## src/rtl/mbs_int_arbiter.sv

```systemverilog
// mbs_int_arbiter: interrupt source arbiter in front of the CPU core.
// Synchronises the peripheral request lines, keeps a pending vector, picks the
// lowest-index unmasked pending line and drives its code onto int_vec. The
// core's int_able output is the handshake: falling = ISR entered, rising = ISR left.
module mbs_int_arbiter #(
   parameter int                 N_IRQ     = 8,
   parameter int                 VEC_WIDTH = 4,
   parameter logic [N_IRQ-1:0]   EDGE_MASK = {N_IRQ{1'b1}},
   parameter int                 TIMEOUT   = 16
) (
   input  logic                 clk,
   input  logic                 rst_n,
   input  logic [N_IRQ-1:0]     irq,
   input  logic [N_IRQ-1:0]     irq_mask,
   input  logic                 int_able,
   output logic [VEC_WIDTH-1:0] int_vec,
   output logic [N_IRQ-1:0]     pending,
   output logic [VEC_WIDTH-1:0] in_service,
   output logic                 busy
);

   localparam int CNT_W = $clog2(TIMEOUT + 1);

   typedef enum logic [1:0] {
      ST_IDLE,
      ST_ASSERT,
      ST_SERVICE
   } state_t;

   state_t               state;
   state_t               next_state;

   logic [N_IRQ-1:0]     sync1;
   logic [N_IRQ-1:0]     sync2;
   logic [N_IRQ-1:0]     hist;
   logic [N_IRQ-1:0]     rise;
   logic [N_IRQ-1:0]     eligible;
   logic [N_IRQ-1:0]     clr_vec;

   logic [VEC_WIDTH-1:0] sel_code;
   logic [N_IRQ-1:0]     sel_oh;
   logic [VEC_WIDTH-1:0] win_code;
   logic [N_IRQ-1:0]     win_oh;

   logic [CNT_W-1:0]     cnt;
   logic                 load_cnt;

   logic                 int_able_q;
   logic                 accept;
   logic                 release_evt;

   assign rise        = sync2 & ~hist;
   assign eligible    = pending & irq_mask;
   assign accept      = int_able_q & ~int_able;
   assign release_evt = ~int_able_q & int_able;

   // Two-flop synchroniser per line plus a history flop for rising-edge detection
   always_ff @(posedge clk or negedge rst_n) begin
      if (!rst_n) begin
         sync1 <= '0;
         sync2 <= '0;
         hist  <= '0;
      end else begin
         sync1 <= irq;
         sync2 <= sync1;
         hist  <= sync2;
      end
   end

   // Fixed priority: the lowest eligible index wins; the code presented is index+1
   always_comb begin
      sel_code = '0;
      sel_oh   = '0;
      for (int i = N_IRQ - 1; i >= 0; i--) begin
         if (eligible[i]) begin
            sel_code = VEC_WIDTH'(i + 1);
            sel_oh   = N_IRQ'(1) << i;
         end
      end
   end

   // Next-state logic; acceptance beats a mask drop, which beats the timeout
   always_comb begin
      next_state = state;
      load_cnt   = 1'b0;
      clr_vec    = '0;
      unique case (state)
         ST_IDLE: begin
            if (int_able && (eligible != '0)) begin
               next_state = ST_ASSERT;
               load_cnt   = 1'b1;
            end
         end
         ST_ASSERT: begin
            if (accept) begin
               next_state = ST_SERVICE;
               clr_vec    = win_oh & EDGE_MASK;
            end else if ((win_oh & irq_mask) == '0) begin
               next_state = ST_IDLE;
            end else if (cnt == '0) begin
               next_state = ST_IDLE;
            end
         end
         ST_SERVICE: begin
            if (release_evt) begin
               next_state = ST_IDLE;
            end
         end
         default: begin
            next_state = ST_IDLE;
         end
      endcase
   end

   // Pending vector: edge lines latch until accepted (a new edge beats the clear), level lines follow the synced input
   always_ff @(posedge clk or negedge rst_n) begin
      if (!rst_n) begin
         pending <= '0;
      end else begin
         pending <= (((pending & ~clr_vec) | rise) & EDGE_MASK) | (sync2 & ~EDGE_MASK);
      end
   end

   // State register, previous int_able for edge detection, and the busy flag
   always_ff @(posedge clk or negedge rst_n) begin
      if (!rst_n) begin
         state      <= ST_IDLE;
         int_able_q <= 1'b0;
         busy       <= 1'b0;
      end else begin
         state      <= next_state;
         int_able_q <= int_able;
         busy       <= (next_state != ST_IDLE);
      end
   end

   // Winner is frozen at decision time so int_vec stays stable through ASSERT
   always_ff @(posedge clk or negedge rst_n) begin
      if (!rst_n) begin
         win_code <= '0;
         win_oh   <= '0;
      end else if (load_cnt) begin
         win_code <= sel_code;
         win_oh   <= sel_oh;
      end
   end

   // Timeout counter: loaded on decision, counts down while waiting for acceptance
   always_ff @(posedge clk or negedge rst_n) begin
      if (!rst_n) begin
         cnt <= '0;
      end else if (load_cnt) begin
         cnt <= CNT_W'(TIMEOUT);
      end else if ((state == ST_ASSERT) && (cnt != '0)) begin
         cnt <= cnt - CNT_W'(1);
      end
   end

   // Output registers: int_vec lags the decision by one cycle, in_service tracks the ISR
   always_ff @(posedge clk or negedge rst_n) begin
      if (!rst_n) begin
         int_vec    <= '0;
         in_service <= '0;
      end else begin
         int_vec <= ((state == ST_ASSERT) && (next_state == ST_ASSERT)) ? win_code : '0;
         if ((state == ST_ASSERT) && (next_state == ST_SERVICE)) begin
            in_service <= win_code;
         end else if ((state == ST_SERVICE) && (next_state == ST_IDLE)) begin
            in_service <= '0;
         end
      end
   end

endmodule

```

## config.mk

```make
export PLATFORM = sky130hd
export DESIGN_NAME = mbs_int_arbiter
export DESIGN_NICKNAME = d
export VERILOG_FILES = /design/src/rtl/mbs_int_arbiter.sv
export SDC_FILE = /design/constraint.sdc
export NUM_CORES = 1
export LEC_CHECK = 0
export ABC_CLOCK_PERIOD_IN_PS = 4600
export CAP_MARGIN = 40
export CORE_MARGIN = 4
export CORE_UTILIZATION = 24
export CTS_CLUSTER_SIZE = 8
export DETAILED_ROUTE_END_ITERATION = 7
export DONT_BUFFER_PORTS = 1
export SLEW_MARGIN = 20
export SYNTH_ARGS = -nofsm -noshare
export SYNTH_HDL_FRONTEND = slang
export SYNTH_SLANG_ARGS = --single-unit
```

## constraint.sdc

```tcl
create_clock -name clk -period 4.6 [get_ports clk]
set_input_delay 0.69 -clock clk [delete_from_list [all_inputs] [get_ports clk]]
set_output_delay 0.69 -clock clk [all_outputs]
set_load 0.005 [all_outputs]
```

# After elaboration in Yosys (flattened, before gate mapping)
# Cells that the tools add are included.
[word_totals] romBits=0 out_inout_bits=17 reg_bits=61 latch_bits=0 memories=0 mem_bits_rw=0 elab_cells=73 in_bits=19
[classes] n_mul=0 n_bitwise=11 mux=31 magnitude_cmp=0 add_sub_neg=1 shifts=0 n_eq_ne=4 n_reduce_logical=14 n_div=0
[ops] operator="$mux W8" n=10
[ops] operator="$mux W4" n=11
[ops] operator="$and A8 B8 Y8" n=4
[ops] operator="$not A8 Y8" n=2
[ops] operator="$mux W2" n=5
[ops] operator="$mux W5" n=2
[ops] operator="$logic_not A8 Y1" n=1
[ops] operator="$or A8 B8 Y8" n=1
[ops] operator="$reduce_bool A8 Y1" n=1
[ops] operator="$pmux W2 S3" n=1
[ops] operator="$reduce_bool A2 Y1" n=3
[ops] operator="$logic_and A1 B1 Y1" n=5
[ops] operator="$logic_not A5 Y1" n=1
[ops] operator="$reduce_bool A5 Y1" n=1
[ops] operator="$sub A5 B1 Y5 const B" n=1
[ops] operator="$eq A2 B1 Y1 const B" n=2
[ops] operator="$eq A2 B2 Y1 const B" n=2
[ops] operator="$logic_not A2 Y1" n=2
[ops] operator="$and A1 B1 Y1" n=2
[ops] operator="$mux W1" n=2
[ops] operator="$not A1 Y1" n=2

# Depth between registers and ports, before layout
# Gate-level depths: netlist of the first run.
[depth] depth_word=9 mapped_depth=6 ltp_nobuf=6

# Least setup slack after synthesis of the first run
# OpenSTA, ideal clock, no wires.
[synth_timing] path_type="input to register" start="in irq_mask[0]" end="reg win_code[0]" path_slack_ps=2385 path_buffers=1 stages=5 t_arrival_ps=2089 path_cell_list="a222oi_1 > nand4_2 > nand2_2 > buf_6 > mux2_4"
[synth_via] elab_chain_cells=5 word_cells_on_any_way=6
[synth_rtl] element="start: declaration" line="14" text="input logic [N_IRQ-1:0] irq_mask,"
[synth_rtl] element="$and A8 B8 Y8 *" line="53" text="assign eligible = pending & irq_mask;"
[synth_rtl] element="$reduce_bool A8 Y1" line="89" text="if (int_able && (eligible != '0)) begin"
[synth_rtl] element="$logic_and A1 B1 Y1" line="89"
[synth_rtl] element="$mux W1" line="89"
[synth_rtl] element="$mux W1" line="87" text="unique case (state)"
[synth_rtl] element="end signal: assignment" line="143" text="win_code <= sel_code;"
[synth_rtl] element="end: declaration" line="42" text="logic [VEC_WIDTH-1:0] win_code;"
# Mark *: on every way between the ends. The rest lies on a longest branch, timed or not.
# A chain may end at the register's enable or synchronous reset.

# Worst setup path in the final report of the first run
[layout_timing] start="reg pending[0]" end="reg busy"
[layout_via] elab_chain_cells=6
[layout_rtl] element="start: declaration" line="17" text="output logic [N_IRQ-1:0] pending,"
[layout_rtl] element="start signal: assignment" line="120" text="pending <= (((pending & ~clr_vec) | rise) & EDGE_MASK) | (sync2 & ~EDGE_MASK);"
[layout_rtl] element="$and A8 B8 Y8" line="53"
[layout_rtl] element="$reduce_bool A8 Y1" line="89"
[layout_rtl] element="$logic_and A1 B1 Y1" line="89"
[layout_rtl] element="$mux W2" line="89"
[layout_rtl] element="$pmux W2 S3" line="87"
[layout_rtl] element="$reduce_bool A2 Y1" line="133" text="busy <= (next_state != ST_IDLE);"
[layout_rtl] element="end signal: assignment" line="133"
[layout_rtl] element="end: declaration" line="19" text="output logic busy"
# No other way between the ends.

==> results of run 1 <==
==> cell type report <==
cell class                 instances  area share (%)
sequential                        60            56.2
clock inverter                     3            2.57
tap                              129            6.04
multi-input combinational        109            27.5
clock buffer                      13            5.94
inverter                          13            1.82
==> Yosys cell counts, types with 2 or more instances <==
library cell	number
a21oi_1	10
a22o_1	7
a22oi_1	6
a31oi_1	2
a32o_1	2
and2_1	6
dfrtp_1	60
ha_1	2
inv_1	13
mux2_2	2
mux2_4	4
mux2i_1	3
nand2_1	20
nand2b_1	5
nand3_1	4
nand4_1	4
nor2_1	4
nor2b_1	4
o21ai_0	6
o22ai_1	4
xor2_1	3
==> power by group <==
| part | internal, uW | switching (uW) |
|---|---|---|
| Clock | 336 | 195 |
| Combinational | 141 | 151 |
| Sequential | 632 | 96.6 |
==> registers in the layout, summed over array words and instances, names as in the netlist <==
signal,flops
pending,8
win_oh,7
int_able_q,1
state,2
busy,1
win_code,4
in_service,4
sync1,8
cnt,5
int_vec,4
sync2,8
hist,8
==> worst paths after layout <==
path                       depth (start not counted)  slack [ns]  startpoint        to
setup / recovery                                   4        2.15  pending[0]      busy
hold / removal                                     0        0.05       rst_n   hist[2]
setup reg to reg                                   4        2.15  pending[0]      busy
hold reg to reg                                    0        0.35    sync1[3]  sync2[3]
max in group asynchronous                          0        4.46       rst_n    cnt[4]
min in group clk                                   0        0.35    sync1[3]  sync2[3]
==> metal layers <==
metal	vias up	wire, um
li1	667	-
met1	672	2060
met2	41	2210
met3	5	472
met4	0	43
met5	-	0
==> logic make-up (layout without fill, tap and decap cells) <==
group           Yosys count  in the layout  synth area share, %
flops                    60             60                 65.3
xor+xnor                  4              4                 1.52
fa+ha+maj                 2              2                 1.09
compound gates           40             40                 11.8
buf+inv                  15             29                 2.77
simple gates             54             54                 12.6
mux                       9              9                 4.90
==> worst max-delay path: cells and delay by family, from the launching register on <==
family,cells,cell delay (ns)
compound gates,1,0.84
flops,1,0.45
simple gates,3,1.01
==> stage by stage <==
| stage | hold WS (ns) | setup slack (ns) | cell area [um2] |
|---|---|---|---|
| after floorplan | 0.331 | 2.39 | 2300 |
| after global placement | 0.332 | 2.10 | 2450 |
| after detailed placement | 0.335 | 2.03 | 2450 |
| after CTS | 0.0228 | 2.18 | 2670 |
| after global routing | 0.0149 | 2.05 | 2670 |
| final | 0.0452 | 2.15 | 2670 |
==> impl_metrics.toml, run 1 <==
[worst_setup_path]
worstPathMaxFanout = 13
end_kind = "register"
criticalPathCategory = "register to register"
setup.worst_path.start_class = "register"
max_stage_delay_ns = 0.84
cp.arrival_ns = 2.65
worst_path_max_delay_cell = "a222oi_1"
required_ns = 4.80
crit_chain = "a222oi_1 -> nand4_2 -> nand2_2 -> or3b_1"

[drt]
drt-initial-drc-count = 119
first_pass_iters = 4
dr_total_vias = 1385
wl_per_cell_um = 14.6
ant_nets = 0
via_per_inst = 4.24
drt-total-wl_um = 4780
drcViolationCount = 0

[place]
portBuffers = 0
placed_cells = 311
gp_congestion = 0.800
dpl.hpwl_um = 3420

[min_path]
hold_class = "primary input to asynchronous set/reset pin"

[global_route]
antenna_found_initial = 0
gr-total-overflow = 0
grtUsageTotal_pct = 9.15
top_usage_layer = "met2"
grt_max_degree = 61
globalRouteMet3Util_pct = 5.46
grt_pass1_vias = 1493
grt_util_met2_pct = 13.3
use_met1_pct = 10.9
grt_first_pass_wirelength_um = 7810

[status]
status = "finished clean"

[timing]
fin_crit_sh_pct = 53.2
finalSetupTns_ns = 0
post-route-min-period_ns = 2.45
clock.fmax_mhz = 409
fin_skew_ns = 0.0105
tightest_slew_ns = 0.893
rsz0062_at_grt = "no"
slew_headroom_pct = 40.5
drv_slew = 0
hold_viol = 0
setup_viol = 0

[floorplan]
initial_core_util_pct = 24.8
die_y_um = 106
dieArea_um2 = 11200
core-area_um2 = 9280
ios = 36
rows = 35
fp.dieW_um = 106

[pwr]
vdd_drop_max_uv = 234
leakage_uw = 0.00119
p_per_area_nw_per_um2 = 580
power.total_uw = 1550

[synth]
synth_flop_cell = "dfrtp_1"
netlist_area_um2 = 2300
synth_cell_types = 34
netlist_top_cells_area = "dfrtp_1 65%, nand2_1 3.3%, a22o_1 2.7%, mux2_4 2.6%, a21oi_1 2.2%"
synthArstFlopShare_pct = 100
synth.avg_cell_area_um2 = 12.5
yosys_warnings = 0
ys_seq_area_share_pct = 65.3
ys_seq_elements = 60
yosysTopAreaCell = "dfrtp_1"
synthCells = 184
synth_top_area_share_pct = 65.3
synth_nets = 205
synth-edff-count = 0

[final_layout]
fin_util_pct = 28.8
seqCellArea_um2 = 1500
final_cells = 327
syn_to_final_growth_pct = 16.3
final_common_cell = "dfrtp_1"
multi_input_area_um2 = 734
final_cell_mix = "60 x dfrtp_1, 20 x nand2_1, 13 x inv_1"
drive_gt1_share_pct = 11.6
nNetsFinal = 214
num_antenna_cells = 0
fill_cells = 968

[clock_network]
clockBufferDepth = 2
h-tree-depth = 3
cts_sinks = 60
hold_buffers = 0
cts_root_buf = "clkbuf_8"
ctsResizeCount = 0
post-cts-setup-buffers = 0
tritoncts = "built"
clk_latency_ns = 0.33
path_clk_slew_ns = 0.07
cts_buffers = 9

[job]
max_cap_violations = 0
Note: power is estimated with default switching activity, not from simulation.
==> run 2, diff against run 1 <==
Settings changed: ABC_CLOCK_PERIOD_IN_PS 4600 to 2090.
Clock period 4.6 ns to 2.09 ns, I/O delays scaled along.
==> impl_metrics.toml, run 2 (same netlist as run 1, synthesis figures left out) <==
[floorplan]
ios = 36
rows = 35
dieArea_um2 = 11200
core-area_um2 = 9280
fp.dieW_um = 106
die_y_um = 106
initial_core_util_pct = 24.8

[drt]
dr_total_vias = 1498
via_per_inst = 4.29
drt-initial-drc-count = 60
drcViolationCount = 0
highest_layer = "met4"
wl_met2_um = 2280
wl_per_cell_um = 14.0
ant_nets = 0
drt-met1-wl_um = 2060
drt-total-wl_um = 4880
met3_wirelength_um = 497
first_pass_iters = 4

[clock_network]
cts_root_buf = "clkbuf_8"
h-tree-depth = 3
cts_sinks = 60
clockBufferDepth = 2
tritoncts = "built"
path_clk_slew_ns = 0.07
cts_buffers = 9
clk_latency_ns = 0.33

[min_path]
hold_class = "primary input to register"
hold_depth = 1
min_from = "int_able"
hold_end = "in_service[2]"

[final_layout]
nNetsFinal = 236
num_antenna_cells = 0
final_cell_mix = "60 x dfrtp_1, 20 x nand2_1, 13 x inv_1"
final_common_cell = "dfrtp_1"
seqCellArea_um2 = 1500
fill_cells = 968
drive_gt1_share_pct = 17.3
multi_input_area_um2 = 746
syn_to_final_growth_pct = 24.8
design_area_um2 = 2870

[worst_setup_path]
r2r-start = "cnt[0]"
criticalPathCategory = "register to register"
setup.worst_path.start_class = "register"
worstPathMaxFanout = 6
rr_worst_depth = 6
rrSetupSlack_ns = 0.13
crit_chain = "inv_1 -> ha_1 -> or4b_4 -> and2_4 -> and3_1 -> or3b_1"
required_ns = 2.30
cp.arrival_ns = 2.18
worst_path_max_delay_cell = "or4b_4"
max_stage_delay_ns = 0.45
end_kind = "register"
reg2reg_to = "busy"

[timing]
hold_viol = 0
rsz0062_at_grt = "no"
drv_slew = 0
timing.hold.ws_ns = 0.0638
finalSetupTns_ns = 0
fin_skew_ns = 0.00488
fin_crit_sh_pct = 93.9
slew_headroom_pct = 64.5
post-route-min-period_ns = 1.96
clock.fmax_mhz = 509
setup_viol = 0
tightest_slew_ns = 0.531

[pwr]
seq_power_share_pct = 46.1
power_frac_comb_pct = 23.2
p_clk_share_pct = 30.7
vdd_drop_max_uv = 439
p_sw_uw = 1020
p_int_uw = 2400
switching_share_pct = 29.9
leakage_uw = 0.00129
p_per_area_nw_per_um2 = 1190

[global_route]
grt_pass1_vias = 1676
grt_max_degree = 61
gr-total-overflow = 0
antenna_found_initial = 0
grtUsageTotal_pct = 9.75
grt_first_pass_wirelength_um = 8410

[place]
placed_area_um2 = 2520
dpl.hpwl_um = 3490
portBuffers = 0
gp_congestion = 0.789

[job]
max_cap_violations = 0

[status]
status = "finished clean"
## run 2: cell types whose count changed in the layout (fill, tap and decap cells not counted), sizes merged
cell / delta
buf: +12
clkinv: +1
dlygate4sd3: +10
clkinvlp: +1
clkbuf: -1
bufinv: -1
## run 2: final cells by class
cell class | count | area share (%)
flip-flops and latches | 60 | 52.3
multi-input cells | 109 | 26.0
repair buffers | 22 | 7.32
well taps | 129 | 5.62
clock buffers | 12 | 5.41
inverters | 13 | 1.70
clock inverters | 4 | 1.66
## run 2: worst max-delay path by stage
stage	start	end	cells past startpoint
2_1_floorplan	pending[0]	win_code[0]	5
3_3_place_gp	cnt[0]	busy	6
3_5_place_dp	cnt[0]	busy	6
4_1_cts	cnt[0]	busy	6
5_1_grt	cnt[0]	busy	6
6_report	cnt[0]	busy	6
## run 2: timing repair
| action | 4_1_cts | 5_1_grt |
|---|---|---|
| hold buffers | 11 | 0 |
| hold endpoints to repair | 69 | 0 |
| setup endpoints to repair | 0 | 1 |
| gates resized for setup | 0 | 3 |
| setup buffers | 0 | 1 |
## run 2: through the flow
step	worst slack, ns	util [%]	total power, uW	cells
after floorplan	0.112	-	2100	184
after global placement	0.130	27.2	2300	321
final	0.127	30.9	3420	349
after global routing	0.0134	30.9	3660	349
after detailed placement	0.0735	27.2	2330	321
after CTS	0.0713	30.7	3440	348
## run 2: worst max-delay path, delay by kind of cell, from the launching register on
kind	cells	cell delay (ns)
adders and majority gates	1	0.14
buffers and inverters	1	0.09
DFF	1	0.39
and+or+nand+nor	4	1.23
## run 2: per-layer routing
metal | global-route usage, % | up-vias
met5 | 0 | -
met4 | 3.42 | 0
met3 | 6.25 | 5
met2 | 14.1 | 48
met1 | 11.7 | 730
li1 | - | 715
## run 2: power groups by stage
stage                     sequential [uW]  combinational [uW]  clock [uW]
after floorplan                      1550                 552           0
after global placement               1600                 706           0
after detailed placement             1600                 723           0
after CTS                            1580                 772        1080
after global routing                 1610                 907        1150
final                                1580                 795        1050
==> run 3, diff against run 2 <==
Settings changed: CTS_BUF_LIST set to sky130_fd_sc_hd__clkbuf_8.
==> impl_metrics.toml, run 3 (same netlist as run 1, synthesis figures left out) <==
[job]
max_cap_violations = 0

[global_route]
antenna_found_initial = 0
gr-total-overflow = 0
grt_first_pass_wirelength_um = 8410
grt_pass1_vias = 1676
grt_max_degree = 61
grtUsageTotal_pct = 9.75

[floorplan]
dieArea_um2 = 11200
initial_core_util_pct = 24.8
die_y_um = 106
core-area_um2 = 9280
fp.dieW_um = 106
rows = 35
ios = 36

[timing]
fin_skew_ns = 0.00370
setup_viol = 0
timing.hold.ws_ns = 0.0655
post-route-min-period_ns = 1.96
tightest_slew_ns = 0.523
drv_slew = 0
fin_ws_ns = 0.128
rsz0062_at_grt = "no"
slew_headroom_pct = 65.0
fin_crit_sh_pct = 93.9
hold_viol = 0
clock.fmax_mhz = 510
finalSetupTns_ns = 0

[worst_setup_path]
worstSetupPathDepth = 6
end_kind = "register"
worstPathMaxFanout = 6
criticalPathCategory = "register to register"
crit_chain = "inv_1 -> ha_1 -> or4b_4 -> and2_4 -> and3_1 -> or3b_1"
setup.worst_path.start_class = "register"
cp_num_buf_inv = 1
cp.arrival_ns = 2.17
cp-endpoint = "busy"
rr_worst_depth = 6
cp_top_family = "simple AND/OR/NAND/NOR gates"
required_ns = 2.30
worst_path_max_delay_cell = "or4b_4"
max_stage_delay_ns = 0.45
rrSetupSlack_ns = 0.13
crit_path_start = "cnt[0]"
r2r-start = "cnt[0]"
reg2reg_to = "busy"

[clock_network]
cts_sinks = 60
cts_root_buf = "clkbuf_8"
clockBufferDepth = 2
tritoncts = "built"
path_clk_slew_ns = 0.07
h-tree-depth = 3
cts_buffers = 9
clk_latency_ns = 0.33

[min_path]
hold_class = "primary input to register"

[drt]
met3_wirelength_um = 486
wl_met2_um = 2250
first_pass_iters = 4
drt-total-wl_um = 4890
wl_per_cell_um = 14.0
drcViolationCount = 0
drt-initial-drc-count = 62
drt-met1-wl_um = 2100
highest_layer = "met4"
ant_nets = 0
dr_total_vias = 1480
via_per_inst = 4.24

[place]
gp_congestion = 0.789
portBuffers = 0
pre_cts_ws_ns = 0.0735
dpl.hpwl_um = 3490
placed_cells = 321

[final_layout]
final_common_cell = "dfrtp_1"
nNetsFinal = 236
final_cell_mix = "60 x dfrtp_1, 20 x nand2_1, 14 x inv_1"
num_antenna_cells = 0
syn_to_final_growth_pct = 24.8
drive_gt1_share_pct = 17.3
final_cells = 349

[pwr]
switching_share_pct = 29.9
p_clk_share_pct = 30.6
leakage_uw = 0.00129
p_per_area_nw_per_um2 = 1190
vdd_drop_max_uv = 438
seq_power_share_pct = 46.1
p_int_uw = 2400
power_frac_comb_pct = 23.3
p_sw_uw = 1020

[status]
status = "finished clean"
-- run 3: cell types whose count changed in the layout (fill, tap and decap cells not counted) --
cell / delta
clkbuf_1: -1
inv_1: +1
-- run 3: layer usage --
layer | track usage, % | vias to the layer above
li1 | - | 714
met1 | 11.7 | 720
met2 | 14.1 | 41
met3 | 6.25 | 5
met4 | 3.42 | 0
met5 | 0 | -
-- run 3: timing repair --
| action | 4_1_cts | 5_1_grt |
|---|---|---|
| hold buffers | 11 | 0 |
| buffers inserted | 0 | 1 |
| hold endpoints to repair | 69 | 0 |
| resized for setup | 0 | 3 |
| setup endpoints to repair | 0 | 1 |
-- run 3: how the worst min path moves through the flow --
stage / start / to / slack (ns) / cells after the start
floorplan: rst_n / busy / 0.02 / 0
global placement: rst_n / sync1[2] / 0.02 / 0
detailed placement: rst_n / sync1[2] / 0.02 / 0
CTS: int_able / in_service[2] / 0.04 / 1
global route: int_able / in_service[1] / 0.04 / 1
finish: int_able / in_service[2] / 0.07 / 1
-- run 3: stage by stage --
stage,utilization (%),total power (uW),area (um2)
floorplan,-,2100,2300
global placement,27.2,2300,2520
detailed placement,27.2,2330,2520
CTS,30.7,3430,2850
global route,30.9,3660,2870
finish,30.9,3420,2870
-- run 3: power groups by stage --
stage	logic (uW)	clock network [uW]	registers [uW]
CTS	772	1080	1580
global placement	706	0	1600
global route	907	1140	1610
floorplan	552	0	1550
finish	794	1050	1580
detailed placement	723	0	1600
-- run 3: worst reg2reg max path, cell delays in order (launching register included) --
cell,delay (ns)
dfrtp_1,0.39
inv_1,0.09
ha_1,0.14
or4b_4,0.45
and2_4,0.19
and3_1,0.21
or3b_1,0.37
-- run 3: cell type report --
cell class              instances  area [um2]
inverters                      13        48.8
fillers                       968        6410
clock inverters                 5        51.3
flip-flops and latches         60        1500
repair buffers                 22         210
clock buffers                  11         151
multi-input cells             109         746
well taps                     129         161
